==> config.mk <==
export PLATFORM = sky130hd
export DESIGN_NAME = cfu_li1_initiator
export DESIGN_NICKNAME = d
export VERILOG_FILES = /design/src/rtl/cfu_li1_initiator.sv
export SDC_FILE = /design/constraint.sdc
export NUM_CORES = 1
export LEC_CHECK = 0
export ABC_AREA = 0
export BUFFER_PORTS_ARGS = -buffer_cell sky130_fd_sc_hd__buf_2
export CORE_UTILIZATION = 29
export DETAILED_ROUTE_END_ITERATION = 7
export GPL_ROUTABILITY_DRIVEN = 0
export GPL_TIMING_DRIVEN = 0
export REMOVE_ABC_BUFFERS = 1
export SLEW_MARGIN = 5
export SYNTH_ARGS = -nofsm -noshare
export SYNTH_HDL_FRONTEND = slang
export SYNTH_SLANG_ARGS = --single-unit
==> constraint.sdc <==
create_clock -name clk -period 6.8 [get_ports clk]
set_clock_uncertainty 0.15 [all_clocks]
set_input_delay 1.36 -clock clk [delete_from_list [all_inputs] [get_ports clk]]
set_output_delay 1.36 -clock clk [all_outputs]
set_load 0.005 [all_outputs]
==> src/rtl/cfu_li1_initiator.sv <==
// Purpose: CPU-side level-1 CFU initiator; issues commands, checks response slots, buffers results in order.
// Latency: command accepted in cycle t -> result on res_* in cycle t+CFU_RESP_LATENCY+1 (empty FIFO).
// Backpressure: cmd_ready drops unless FIFO space is reserved for every in-flight response; res_* is ready/valid.
module cfu_li1_initiator #(
    parameter int CFU_FUNC_ID_W    = 5,
    parameter int CFU_REQ_DATA_W   = 32,
    parameter int CFU_RESP_DATA_W  = 32,
    parameter int CFU_ERR_ID_W     = 32,
    parameter int CFU_RESP_LATENCY = 3,
    parameter int RES_DEPTH        = 4
) (
    input  logic                       clk,
    input  logic                       rst,
    input  logic                       cmd_valid,
    output logic                       cmd_ready,
    input  logic [CFU_FUNC_ID_W-1:0]   cmd_func_id,
    input  logic [CFU_REQ_DATA_W-1:0]  cmd_data0,
    input  logic [CFU_REQ_DATA_W-1:0]  cmd_data1,
    output logic                       req_valid,
    output logic [CFU_FUNC_ID_W-1:0]   req_func_id,
    output logic [CFU_REQ_DATA_W-1:0]  req_data0,
    output logic [CFU_REQ_DATA_W-1:0]  req_data1,
    input  logic                       resp_valid,
    input  logic [CFU_RESP_DATA_W-1:0] resp_data,
    input  logic                       resp_err,
    input  logic [CFU_ERR_ID_W-1:0]    resp_err_id,
    output logic                       res_valid,
    input  logic                       res_ready,
    output logic [CFU_RESP_DATA_W-1:0] res_data,
    output logic                       res_err,
    output logic [CFU_ERR_ID_W-1:0]    res_err_id,
    output logic [4:0]                 inflight,
    output logic                       lat_err
);

    localparam int          PTR_W   = (RES_DEPTH > 1) ? $clog2(RES_DEPTH) : 1;
    localparam int          CNT_W   = $clog2(RES_DEPTH) + 1;
    localparam logic [31:0] DEPTH_U = RES_DEPTH;

    typedef struct packed {
        logic [CFU_RESP_DATA_W-1:0] data;
        logic                       err;
        logic [CFU_ERR_ID_W-1:0]    err_id;
    } res_entry_t;

    logic [CFU_RESP_LATENCY-1:0] slot_q, slot_d;
    logic [4:0]                  inflight_q, inflight_d;
    logic [PTR_W-1:0]            wr_ptr_q, wr_ptr_d;
    logic [PTR_W-1:0]            rd_ptr_q, rd_ptr_d;
    logic [CNT_W-1:0]            count_q, count_d;
    logic                        lat_err_q, lat_err_d;
    res_entry_t                  mem_q [RES_DEPTH];

    logic                        expected;
    logic                        push;
    logic                        pop;
    logic [31:0]                 occupancy;
    res_entry_t                  push_entry;

    // Space is committed at issue time: buffered results plus every response still on its way.
    assign occupancy   = 32'(count_q) + 32'(inflight_q);
    assign cmd_ready   = !rst && (occupancy < DEPTH_U);
    assign req_valid   = cmd_valid && cmd_ready;
    assign req_func_id = cmd_func_id;
    assign req_data0   = cmd_data0;
    assign req_data1   = cmd_data1;

    // The oldest slot bit marks the cycle in which a response must arrive.
    assign expected = slot_q[CFU_RESP_LATENCY-1];
    assign push     = expected;
    assign pop      = res_ready && (count_q != '0);

    assign res_valid  = (count_q != '0);
    assign res_data   = mem_q[rd_ptr_q].data;
    assign res_err    = mem_q[rd_ptr_q].err;
    assign res_err_id = mem_q[rd_ptr_q].err_id;
    assign inflight   = inflight_q;
    assign lat_err    = lat_err_q;

    // Next-state: slot shift, inflight bookkeeping, FIFO pointers and the sticky protocol flag.
    always_comb begin
        slot_d     = slot_q << 1;
        slot_d[0]  = req_valid;
        inflight_d = inflight_q + 5'(req_valid) - 5'(expected);
        wr_ptr_d   = push ? wr_ptr_q + 1'b1 : wr_ptr_q;
        rd_ptr_d   = pop  ? rd_ptr_q + 1'b1 : rd_ptr_q;
        count_d    = count_q + CNT_W'(push) - CNT_W'(pop);
        // A due slot without a response, or a response without a due slot, are both protocol errors.
        lat_err_d  = lat_err_q | (expected ^ resp_valid);
        if (resp_valid) begin
            push_entry.data   = resp_data;
            push_entry.err    = resp_err;
            push_entry.err_id = resp_err_id;
        end else begin
            push_entry.data   = '0;
            push_entry.err    = 1'b1;
            push_entry.err_id = '1;
        end
    end

    // Control state register with synchronous reset; reset drops everything in flight.
    always_ff @(posedge clk) begin
        if (rst) begin
            slot_q     <= '0;
            inflight_q <= '0;
            wr_ptr_q   <= '0;
            rd_ptr_q   <= '0;
            count_q    <= '0;
            lat_err_q  <= 1'b0;
        end else begin
            slot_q     <= slot_d;
            inflight_q <= inflight_d;
            wr_ptr_q   <= wr_ptr_d;
            rd_ptr_q   <= rd_ptr_d;
            count_q    <= count_d;
            lat_err_q  <= lat_err_d;
        end
    end

    // Result storage; contents are only meaningful below count_q, so it needs no reset.
    always_ff @(posedge clk) begin
        if (push) begin
            mem_q[wr_ptr_q] <= push_entry;
        end
    end

    // Issue gating must make an overflowing push impossible; catch any hole in that reasoning.
    always_ff @(posedge clk) begin
        if (!rst) begin
            assert (!(push && !pop && (count_q == CNT_W'(RES_DEPTH))))
                else $error("result FIFO overflow");
        end
    end

endmodule
* Yosys cells after proc, flatten, opt, wreduce, memory -nomap -nowiden
Memories as Yosys holds them, arrays and structs flattened. A register that Yosys moved wholly into a read port is not among the register bits. Cells that the tools add are included.
Storage, ports and cells: register bits after elaboration 16, logic and storage cells 27, memories kept 1, RAM bits 260
Operators by class: mux-type cells 5, bitwise gates (word level) 2, reductions and logical operators 5, order comparisons 1, add/sub/neg operators 7
Memories:
- mem_q | depth 4, width 65, read ports 1, clocked after Yosys merged registers in 1, write ports 1, RTL line 52 | res_entry_t mem_q [RES_DEPTH];
Operators with widths (count):
- $mux 65 | 1
- $add 3x5->6 | 1
- $lt 6x3->1 const B | 1
- $add 5x1->5 | 1
- $sub 5x1->5 | 1
- $add 2x1->2 const B | 2
- $mux 2 | 2
- $add 3x1->3 | 1
- $logic_and 1x1->1 | 3
- $reduce_bool 3->1 | 1
- $sub 3x1->3 | 1
- $mux 1 | 2
- $logic_not 1->1 | 1
- $or 1x1->1 | 1
- $xor 1x1->1 | 1

* Longest topological paths before layout
Gate-level depths: netlist of run 1.
depth after elaboration 6, depth in mapped cells 12

* Worst setup path after synthesis of run 1
Ideal clock, no wire load.
kind input port to output port, start in rst, end out req_valid, setup slack 3400 ps, cell stages on the path 2, data required time 5290 ps, arrival time 1890 ps, cell sequence nor4_2 > and2_1
On the way: word-level cells in the longest chain between the ends 3
RTL lines:
- start: declaration | RTL line 13 | input logic rst,
- $logic_not 1->1
- $logic_and 1x1->1 | RTL line 62 | assign cmd_ready = !rst && (occupancy < DEPTH_U);
- $logic_and 1x1->1 | RTL line 63 | assign req_valid = cmd_valid && cmd_ready;
- end: declaration | RTL line 19 | output logic req_valid,
Every way passes these cells.

==> run summary, run 1 <==
Wirelength per Cell: 21.8 µm
Worst slack, placed: 3040 ps
H-tree Lvls: 1
Number of inserted diodes: 0
Final setup violation count: 0
Total power per unit cell area: 338 nW/µm²
Largest stage delay on the critical path: 810 ps
Worst hold path startpoint: slot_q[1]
Vias per cell: 4.46
Area fraction in and, or, nand and nor cells after synthesis: 0.0502
Number of inserted filler cells in the final layout: 3661
Post-route DRC: 0
Floorplan die area: 39800 µm²
Maximum buffer depth of the clock tree: 3
Total congestion overflow after global routing: 0
Hold endpoint: slot_q[2]
CP max-delay cell: sky130_fd_sc_hd__dfxtp_4
Launch point of the worst reg-to-reg path: inflight[2]
Clock root buffer master: sky130_fd_sc_hd__clkbuf_16
Routed Antenna Nets: 0
TritonCTS Buffers: 30
Setup fix buffers added after clock tree synthesis: 0
Tightest Pin Transition: 756 ps
Dominant register cell in the synthesized netlist: sky130_fd_sc_hd__edfxtp_1
Number of violations reported at the end of detailed-routing iteration 0: 278
Synthesized cell area: 11300 µm²
Element type at the critical path start: flip-flop
Share of synthesized area occupied by flip-flops and latches: 0.722
Post-route worst setup slack: 2830 ps
Total iterations of the first detailed-routing run: 4
Hold Path Stages: 1
Chip Height: 199 µm
Clock-pin transition on the worst setup and hold timing paths: 60 ps
Gr usage total: 0.132
First-pass GRT wire length: 37.5 mm
Final Hold Vio Count: 0
Commonest cells after routing, fill and taps aside: 260 x sky130_fd_sc_hd__edfxtp_1, 142 x sky130_fd_sc_hd__buf_2, 65 x sky130_fd_sc_hd__mux4_2
Number of antenna violations at the first check in global routing: 0
Area share of xor/xnor cells in the synthesized design: 0.00620
Layout cells sized above 1: 0.384
Area after DPL: 12200 µm²
Worst reg2reg setup slack: 3970 ps
I/O pin total: 282
Initial standard-cell utilization of the core: 0.297
Count of final max-slew check failures: 0
Top delay family on crit path: flip-flops
MaxCap Viol Count: 0
Die width: 199 µm
Aggregate negative setup slack: 0 ps
TritonCTS clock tree: done
Kind of critical path: reg -> out
Number of synthesized register bits: 278
DR vias: 5340
Proportion of power drawn by flip-flops and latches: 0.456
Total wire length after detailed routing: 26.1 mm
Worst flop-to-flop path endpoint: inflight[4]
Area growth from synthesis to final layout: 16.4%
Combinational family with the most area after synthesis: multiplexers
Part of the power in combinational logic: 0.173
Share of total power consumed by net switching: 0.237
Max Freq: 0.252 GHz
Series of cell instances along the critical path: buf_16 > mux4_2 > buf_2
Number of flops mapped to enable cells by yosys: 260
Standard cell core area: 38000 µm²
Critical path capture point type: output pin
WP data required: 5290 ps
Clock Sink Count: 278
Fraction of registers with async set or reset after synthesis: 0
Share of synthesized cell area in full adder, half adder and majority cells: 0.0190
Cell-internal power: 3390 µW
Post-synthesis cell count: 576
Max-Slew Margin vs Limit: 0.496
Mux contribution to synthesized area: 0.130
Hold Crit Class: reg -> reg
Number of buffers and inverters on the critical path: 2
Largest vdd supply drop: 0.000262 V
Result of the run: complete, no violations
RSZ-0062 raised after global routing: no
Synth Area in Compound Gates: 0.00542
Total number of yosys warnings: 0
Largest net degree at the start of global routing: 48
Cell leakage power: 0.00439 µW
Number of cell rows: 71
Crit share post-route: 0.585
Clk network pwr share: 0.371
Summed area of non-filler cells in the final layout: 13200 µm²
Worst endpoint data arrival time: 2460 ps
Synthesized area per cell: 19.6 µm²
Final layout net count: 821
Worst-Skew Late Latency: 540 ps
Peak fanout along the critical path: 33
Total half-perimeter wirelength after legalization and detailed placement: 16.6 mm
Number of cells traversed by the worst register-to-register path: 11
Flip-flop and latch area: 8180 µm²
Switching power summed over all nets: 1060 µW
Most common library cell in the layout ignoring fill and taps: sky130_fd_sc_hd__edfxtp_1
Area occupied by multi-input gates: 2400 µm²
Resize count post-CTS: 0
Vias in the first global route: 5495
Count of hold buffers inserted by post-cts repair: 0
Time the worst path needs with I/O delays and setup: 3970 ps
Count of different cell masters after synthesis: 30
Count of buffers inserted at the top-level ports: 143
-- synthesized netlist by cell type, types with 2 or more instances --
cell type                  number  area share
sky130_fd_sc_hd__edfxtp_1     260        0.69
sky130_fd_sc_hd__buf_4         70       0.046
sky130_fd_sc_hd__mux4_2        65        0.13
sky130_fd_sc_hd__and2_1        38       0.021
sky130_fd_sc_hd__nand2b_1      33       0.018
sky130_fd_sc_hd__dfxtp_1       18       0.032
sky130_fd_sc_hd__ha_1          14       0.015
sky130_fd_sc_hd__inv_1         12      0.0040
sky130_fd_sc_hd__nor2_1        12      0.0040
sky130_fd_sc_hd__clkbuf_1       9      0.0030
sky130_fd_sc_hd__buf_2          6      0.0027
sky130_fd_sc_hd__nor2b_1        6      0.0033
sky130_fd_sc_hd__buf_12         5      0.0089
sky130_fd_sc_hd__xnor2_1        4      0.0031
sky130_fd_sc_hd__xor2_1         4      0.0031
sky130_fd_sc_hd__nor3_1         3      0.0013
sky130_fd_sc_hd__fa_1           2      0.0035
sky130_fd_sc_hd__nand2_1        2     0.00066
sky130_fd_sc_hd__o21a_1         2      0.0013
-- power by group through the flow --
stage / clock network, µW / logic (µW) / registers, µW
detailed placement: 0 / 794 / 2080
global placement: 0 / 753 / 2150
floorplan: 0 / 479 / 2080
finish: 1650 / 769 / 2030
CTS: 1700 / 797 / 2040
global route: 1760 / 854 / 2050
-- cells by family after synthesis --
logic type / count (synthesis)
flops: 278
fa+ha+maj: 16
simple gates: 96
xor+xnor: 8
mux: 66
buf+inv: 104
compound gates: 8
-- per-stage QoR --
stage          cells   util  total power (µW)  hold slack [ps]
2_1_floorplan    484      -              2560              264
3_3_place_gp    1138  0.314              2900              266
3_5_place_dp    1145  0.320              2870              274
4_1_cts         1198  0.346              4530              287
5_1_grt         1198  0.346              4660              312
6_report        1198  0.346              4450              283
-- routing by layer --
| metal | part of all wire | track usage | up-vias |
|---|---|---|---|
| met2 | 0.42 | 0.184 | 277 |
| met3 | 0.13 | 0.0780 | 44 |
| met4 | 0.019 | 0.0359 | 6 |
| li1 | - | - | 2328 |
| met1 | 0.42 | 0.166 | 2685 |
| met5 | 0.010 | 0.0536 | - |
-- cell type report --
type	instances	share of cell area
tap	511	0.0486
multi-input combinational	194	0.182
clock buffer	38	0.0609
sequential	278	0.621
clock inverter	15	0.0154
inverter	12	0.00342
timing repair buffer	150	0.0686
-- sequential cells by signal, summed over array words and instances (netlist names), named ones only --
signal / flops
mem_q: 260
inflight: 5
count_q: 3
slot_q: 3
rd_ptr_q: 2
wr_ptr_q: 2
lat_err: 1
-- worst max-delay path by stage --
stage	from	endpoint	slack, ps	cells after the start
final	flip-flop	res_err_id[10]	2830	3
after global routing	flip-flop	res_err_id[10]	2620	3
after CTS	flip-flop	res_data[12]	2700	3
after detailed placement	rst	req_valid	3040	4
after global placement	flip-flop	res_data[18]	180	2
after floorplan	flip-flop	res_data[0]	1860	1
(Power assumes the default switching activity.)
==> inputs of run 2 (changes only) <==
- clock period: 6.8 -> 3.5 ns (I/O delays scaled with it)
==> run summary, run 2 (synthesized netlist as in run 1, its figures left out) <==
Commonest cells after routing, fill and taps aside: 260 x sky130_fd_sc_hd__edfxtp_1, 142 x sky130_fd_sc_hd__buf_2, 65 x sky130_fd_sc_hd__mux4_2
Standard cell core area: 38000 µm²
Peak fanout along the critical path: 33
Vias per cell: 4.46
Summed area of non-filler cells in the final layout: 13200 µm²
H-tree Lvls: 1
Most common library cell in the layout ignoring fill and taps: sky130_fd_sc_hd__edfxtp_1
Cell-internal power: 6620 µW
Post-layout utilization of the core: 0.347
Total congestion overflow after global routing: 0
Clock-pin transition on the worst setup and hold timing paths: 60 ps
TritonCTS Buffers: 30
Aggregate negative setup slack: 0 ps
Clock Sink Count: 278
Total half-perimeter wirelength after legalization and detailed placement: 16.6 mm
Total power per unit cell area: 658 nW/µm²
Switching power summed over all nets: 2070 µW
Chip Height: 199 µm
Die width: 199 µm
Vias in the first global route: 5495
Register with the most flip-flops: mem_q
Kind of critical path: reg -> out
Total wire length after detailed routing: 26.3 mm
MaxCap Viol Count: 0
Area growth from synthesis to final layout: 16.6%
Area after DPL: 12200 µm²
Final setup violation count: 0
Worst-Skew Late Latency: 540 ps
Max-Slew Margin vs Limit: 0.614
Cell leakage power: 0.00439 µW
Clock root buffer master: sky130_fd_sc_hd__clkbuf_16
Hold Crit Class: in -> reg
Layout cells sized above 1: 0.385
Crit share post-route: 0.891
Proportion of power drawn by flip-flops and latches: 0.450
Largest net degree at the start of global routing: 48
Post-route DRC: 0
DR vias: 5352
Count of buffers inserted at the top-level ports: 143
TritonCTS clock tree: done
Element type at the critical path start: flip-flop
Number of antenna violations at the first check in global routing: 0
Worst endpoint data arrival time: 2270 ps
Maximum buffer depth of the clock tree: 3
Number of violations reported at the end of detailed-routing iteration 0: 264
Initial standard-cell utilization of the core: 0.297
Floorplan die area: 39800 µm²
Final layout net count: 822
Number of inserted diodes: 0
Total iterations of the first detailed-routing run: 4
Gr usage total: 0.132
Count of final max-slew check failures: 0
Critical path capture point type: output pin
Max Freq: 0.321 GHz
Wirelength per Cell: 21.9 µm
Tightest Pin Transition: 578 ps
RSZ-0062 raised after global routing: no
Result of the run: complete, no violations
First-pass GRT wire length: 37.5 mm
Routed Antenna Nets: 0
Max FFs per register: 260
Share of total power consumed by net switching: 0.238
WP data required: 2650 ps
I/O pin total: 282
Time the worst path needs with I/O delays and setup: 3120 ps
Count of hold buffers inserted by post-cts repair: 0
Part of the power in combinational logic: 0.180
Largest vdd supply drop: 0.000455 V
Clk network pwr share: 0.370
Number of cell rows: 71
Final Hold Vio Count: 0
## run 2: changes by cell type in the layout (fill, tap and decap cells not counted)
cell	previous run	this run
sky130_fd_sc_hd__buf_12	1	2
## run 2: through the flow
| step | instances | total power (µW) | hold slack [ps] | worst slack [ps] |
|---|---|---|---|---|
| finish | 1199 | 8680 | 214 | 382 |
| global route | 1199 | 9090 | 197 | 224 |
| CTS | 1198 | 8800 | 180 | 57.2 |
| detailed placement | 1145 | 5580 | 274 | 607 |
| global placement | 1138 | 5630 | 266 | -2460 |
| floorplan | 484 | 4970 | 264 | -777 |
## run 2: critical path, cell delays in order, from the launching register on
cell and delay (ps):
sky130_fd_sc_hd__dfxtp_4 630, sky130_fd_sc_hd__buf_16 300, sky130_fd_sc_hd__mux4_2 560, sky130_fd_sc_hd__buf_2 160
## run 2: cell type report
type                       count  area, µm²
fill                        3659      24800
sequential                   278       8180
multi-input combinational    194       2400
timing repair buffer         151        923
clock buffer                  38        802
tap                          511        639
clock inverter                15        203
inverter                      12       45.0
## run 2: layer usage
| layer | GRT usage | wire length, µm | vias up |
|---|---|---|---|
| met1 | 0.166 | 11100 | 2682 |
| met2 | 0.184 | 10900 | 289 |
| li1 | - | - | 2331 |
| met3 | 0.0780 | 3480 | 44 |
| met5 | 0.0536 | 264 | - |
| met4 | 0.0359 | 503 | 6 |
## run 2: final timing paths
check	depth (start not counted)	slack [ps]	endpoint	startpoint
worst min-delay path	2	210	slot_q[0]	cmd_valid
worst max-delay path	3	380	res_err_id[10]	flip-flop
worst min register to register	1	280	slot_q[2]	slot_q[1]
worst max register to register	11	670	inflight[4]	inflight[2]
## run 2: repair_timing
item | in CTS | in global routing
setup buffers | 0 | 1
resized for setup | 0 | 0
endpoints found under the setup margin | 0 | 1
## run 2: power by group through the flow
| stage | registers [µW] | clock network, µW | logic [µW] |
|---|---|---|---|
| 3_3_place_gp | 4170 | 0 | 1460 |
| 5_1_grt | 3930 | 3410 | 1740 |
| 4_1_cts | 3960 | 3300 | 1550 |
| 2_1_floorplan | 4040 | 0 | 930 |
| 3_5_place_dp | 4030 | 0 | 1540 |
| 6_report | 3910 | 3210 | 1560 |
